File: config.mk
export PLATFORM = sky130hd
export DESIGN_NAME = snake_body_stack
export DESIGN_NICKNAME = d
export VERILOG_FILES = /design/src/rtl/snake_body_stack.sv
export SDC_FILE = /design/constraint.sdc
export NUM_CORES = 1
export LEC_CHECK = 0
export CORE_ASPECT_RATIO = 2
export CORE_MARGIN = 1.5
export CORE_UTILIZATION = 56
export DETAILED_ROUTE_END_ITERATION = 8
export PLACE_DENSITY = 0.78
export SLEW_MARGIN = 20
export SYNTH_ARGS = -nofsm -noshare
export SYNTH_HDL_FRONTEND = slang
export SYNTH_SLANG_ARGS = --single-unit
File: constraint.sdc
create_clock -name clk -period 3.29 [get_ports clk]
set_input_delay 0.658 -clock clk [delete_from_list [all_inputs] [get_ports clk]]
set_output_delay 0.658 -clock clk [all_outputs]
set_load 0.1 [all_outputs]
File: src/rtl/snake_body_stack.sv
// LIFO of snake-body positions; the registered top-of-stack is always presented on posSal.
// Optional sticky error flag output enabled by defining BODY_STACK_ERR_FLAGS_EN.
module snake_body_stack #(
   parameter int unsigned WIDTH = 3,
   parameter int unsigned DEPTH = 8,
   localparam int unsigned PW = $clog2(DEPTH + 1)
) (
   input  logic             clk,
   input  logic             reset,
   input  logic [WIDTH-1:0] posEnt,
   input  logic             push,
   input  logic             pop,
   output logic [WIDTH-1:0] posSal,
   output logic             full,
   output logic             empty,
   output logic [PW-1:0]    count
`ifdef BODY_STACK_ERR_FLAGS_EN
   ,
   output logic             err
`endif
);

   logic [PW-1:0]    ptr_q, ptr_d;
   logic [WIDTH-1:0] pos_sal_q, pos_sal_d;
   logic [WIDTH-1:0] mem_q [DEPTH];
   logic [WIDTH-1:0] mem_d [DEPTH];

   logic             full_w, empty_w;
   logic             wr_en;
   logic [PW-1:0]    wr_idx;
   logic [PW-1:0]    below_idx;
   logic [WIDTH-1:0] below_val;

   assign full_w  = (ptr_q == PW'(DEPTH));
   assign empty_w = (ptr_q == '0);

   // Entry just under the current top; becomes the new top on a pop.
   always_comb begin
      below_idx = ptr_q - PW'(2);
      below_val = '0;
      for (int i = 0; i < DEPTH; i++) begin
         if (below_idx == PW'(i)) below_val = mem_q[i];
      end
   end

   always_comb begin
      ptr_d     = ptr_q;
      pos_sal_d = pos_sal_q;
      wr_en     = 1'b0;
      wr_idx    = ptr_q;
      unique case ({push, pop})
         2'b10: begin
            if (!full_w) begin
               wr_en     = 1'b1;
               ptr_d     = ptr_q + PW'(1);
               pos_sal_d = posEnt;
            end
         end
         2'b01: begin
            if (ptr_q == PW'(1)) begin
               ptr_d     = '0;
               pos_sal_d = '0;
            end else if (!empty_w) begin
               ptr_d     = ptr_q - PW'(1);
               pos_sal_d = below_val;
            end
         end
         2'b11: begin
            // Simultaneous push/pop replaces the top; on an empty stack it is a plain push.
            wr_en     = 1'b1;
            pos_sal_d = posEnt;
            if (empty_w) begin
               ptr_d = PW'(1);
            end else begin
               wr_idx = ptr_q - PW'(1);
            end
         end
         default: ;
      endcase
   end

   always_comb begin
      for (int i = 0; i < DEPTH; i++) begin
         mem_d[i] = mem_q[i];
         if (wr_en && (wr_idx == PW'(i))) mem_d[i] = posEnt;
      end
   end

   always_ff @(posedge clk or negedge reset) begin
      if (!reset) begin
         ptr_q     <= '0;
         pos_sal_q <= '0;
      end else begin
         ptr_q     <= ptr_d;
         pos_sal_q <= pos_sal_d;
      end
   end

   // Storage contents are don't-care after reset, so no reset here.
   always_ff @(posedge clk) begin
      for (int i = 0; i < DEPTH; i++) begin
         mem_q[i] <= mem_d[i];
      end
   end

`ifdef BODY_STACK_ERR_FLAGS_EN
   logic err_q, err_d;
   logic illegal;

   assign illegal = (push & ~pop & full_w) | (pop & ~push & empty_w);
   assign err_d   = err_q | illegal;

   always_ff @(posedge clk or negedge reset) begin
      if (!reset) begin
         err_q <= 1'b0;
      end else begin
         err_q <= err_d;
      end
   end

   assign err = err_q;
`endif

   assign posSal = pos_sal_q;
   assign full   = full_w;
   assign empty  = empty_w;
   assign count  = ptr_q;

endmodule

==> summary.txt <==
Layout
  • Final Util: approximately 68%
  • Fill cell count: 240
  • Ant diodes: 0
  • Final nets: about 220
  • Share of cells above drive strength 1: 15.1%
  • Commonest cells after routing, fill and taps aside: 24 x edfxtp_1, 15 x nand2_1, 14 x nor2_1
  • Commonest non-fill, non-tap cell in the layout: edfxtp_1
  • Syn-to-layout area delta: 14.5%
  • Final Instance Area: around 2100 sq um

Route
  • Antenna-violating nets left: 0
  • Post-route DRC: 0
  • Initial DRT Pass Iterations: 4
  • Iter 0 DRT Violations: 90
  • Routed vias: around 1600
  • Wirelength per Cell: around 20 microns
  • DRT Wirelength: 4650 microns
  • Via-to-Cell Ratio: around 6.7

Yosys
  • Seq/Total Area, Yosys: between 40% and 50%
  • Yosys warnings: 0
  • Top-area cell type share of the netlist area: ~39%
  • EDFF count, synth: 24
  • Mapped Area: ~1900 sq um
  • Post-synth ARST share: 22.6%
  • Leading area contributor after synthesis: edfxtp_1
  • Syn nets: just over 200
  • Avg Cell Area, Syn: between 9 and 10 sq um
  • Cell variety after synth: 50
  • Post-synth top flop: edfxtp_1
  • Mapped Cells: around 190
  • Largest cells by area after synthesis: edfxtp_1 39%, dfrtp_1 9.4%, ha_1 4.7%
  • Synthesized flop and latch total: 31

Die
  • Rows: 29
  • Die W: between 40 and 50 microns
  • Initial Utilization: ~59%
  • Die area: 3710 sq um
  • Die Y: approximately 85 microns
  • I/O pin count: 16
  • Core Box Area: roughly 3200 sq um

Setup path
  • Worst Path Required: 2.63 ns
  • Startpoint Class: flop
  • Worst EP arrival: between 2 and 2.5 ns
  • Critical path class: flop to primary output
  • CP Max Fanout: 10
  • Worst setup EP type: primary output
  • Worst Reg-to-Reg Cells: 7
  • FF-to-FF setup slack: about 0.45 ns

STA
  • Clock Skew: 0.00576 ns
  • Worst Tran Pin Value: between 0.6 and 0.7 ns
  • Post-layout min period: 2.86 ns
  • Max Clock Freq: roughly 350 MHz
  • Fin Setup TNS: 0 ns
  • Worst hold slack: 0.521 ns
  • Max-slew violation count: 0
  • Final setup viols: 0
  • Final Hold Viols: 0
  • Tcrit/Tclk final: roughly 87%
  • Unrepaired setup endpoints after global routing: no
  • Slew headroom: 59.7%

Global route
  • Vias in the first global route: ~1500
  • Total gr overflow: 0
  • First-pass GRT wire length: ~7500 microns
  • Total GRT Usage: between 20 and 30%
  • Largest net degree at the start of global routing: 18
  • Initial antenna violation count: 0

CTS
  • Clk sinks: 31
  • H-tree Lvls: 2
  • TritonCTS Buffers: 5
  • # Post-CTS Setup Buffers: 0
  • Hold_buf cts: 0
  • Clock-pin slew on the worst setup and hold paths: 0.07 ns
  • PostCTS Resize Cnt: 0
  • Root buffer cell: clkbuf_8
  • Clock Tree Buf Depth: 2
  • Clock Latency Late Sink: around 0.29 ns
  • CTS tree: yes

Worst hold path
  • Min-delay worst type: flop to flop
  • Worst hold path cell count: 2

Power
  • Power Dens Cells: around 1100 nW/um^2
  • Reg power frac: between 20% and 30%
  • Clock power share: between 15 and 20%
  • Overall Power: 0.00239 W
  • IR Drop Worst-Case VDD: approximately 0.74 mV
  • Combinational cell fraction of total power: roughly three fifths
  • P_leak: roughly 0.84 nW
  • Cell Int Power: approximately 0.0012 W
  • Psw: approximately 0.0012 W
  • Net Sw Frac: about half

Status
  • Outcome: finished, final reports clean

Place
  • DP Wirelength: ~3500 microns
  • Port Buf Inserts: 15
  • Placed Instance Area: around 2000 sq um
  • Routability congestion estimate: 1.01

Job
  • Max-cap violation count: 0
[power by group through the flow]
stage | logic [W] | registers [W] | clock network (W)
after global routing | 0.00153 | 0.000601 | 0.000379
after floorplan | 0.000816 | 0.000850 | 0
after CTS | 0.00142 | 0.000590 | 0.000365
after global placement | 0.00139 | 0.000591 | 0
final | 0.00144 | 0.000591 | 0.000359
after detailed placement | 0.00142 | 0.000598 | 0
[layer usage]
layer,global-route usage (%),wire (microns)
met5,0,0
met4,16.8,237
met3,6.24,204
met2,48.1,2580
met1,29.3,1630
[stage by stage]
stage,worst slack (ns),std cells
after floorplan,0.196,188
after CTS,0.421,236
final,0.431,236
after global placement,0.525,228
after detailed placement,0.448,228
after global routing,0.261,236
[synthesized netlist by cell type (2+ instances only)]
cell / instances
edfxtp_1: 24
nand2_1: 15
nor2_1: 14
a21oi_1: 13
inv_1: 13
nor3_1: 11
o21ai_0: 9
dfrtp_1: 7
ha_1: 7
nand2b_1: 6
nand3_1: 5
nor2b_1: 5
buf_2: 4
clkbuf_1: 4
a221oi_1: 3
a22oi_1: 3
o22ai_1: 3
a21bo_2: 2
a2bb2oi_1: 2
a31oi_1: 2
a32o_1: 2
o211ai_1: 2
o221ai_1: 2
o31ai_1: 2
or2_2: 2
xnor2_1: 2
[registers in the layout, indices dropped and copies added, names as in the netlist]
register,flops
posSal,3
count,4
mem_q,24
[logic make-up (layout without fill, tap and decap cells)]
| kind of cell | Yosys count | after routing | synth area share [%] |
|---|---|---|---|
| flops | 31 | 31 | 48.0 |
| mux | 1 | 1 | 0.537 |
| simple gates | 67 | 67 | 18.5 |
| xor+xnor | 3 | 3 | 1.41 |
| fa+ha+maj | 7 | 7 | 4.69 |
| compound gates | 56 | 56 | 21.7 |
| buf+inv | 23 | 40 | 5.10 |
[final timing paths]
| check | from | endpoint |
|---|---|---|
| min in group asynchronous | reset | count[0] |
| worst max-delay path | count[0] | empty |
| worst min-delay path | posSal[2] | posSal[2] |
| worst min register to register | posSal[2] | posSal[2] |
| max in group asynchronous | reset | posSal[2] |
| worst max register to register | count[0] | mem_q[0][2] |
[final cells by class]
class	count	area, sq um	share of cell area, %
Clock inverter	3	38.8	1.82
Multi-Input combinational cell	134	875	40.9
Clock buffer	5	68.8	3.22
Sequential cell	31	896	41.9
Tap cell	31	38.8	1.82
Inverter	13	48.8	2.28
Timing Repair Buffer	19	170	7.97
[critical path: stages (launching register included)]
cell,delay (ns)
dfrtp_1,0.49
inv_1,0.24
ha_1,0.36
or3b_4,0.46
inv_1,0.16
buf_12,0.19
No activity file was read; power rests on OpenSTA's default activity.
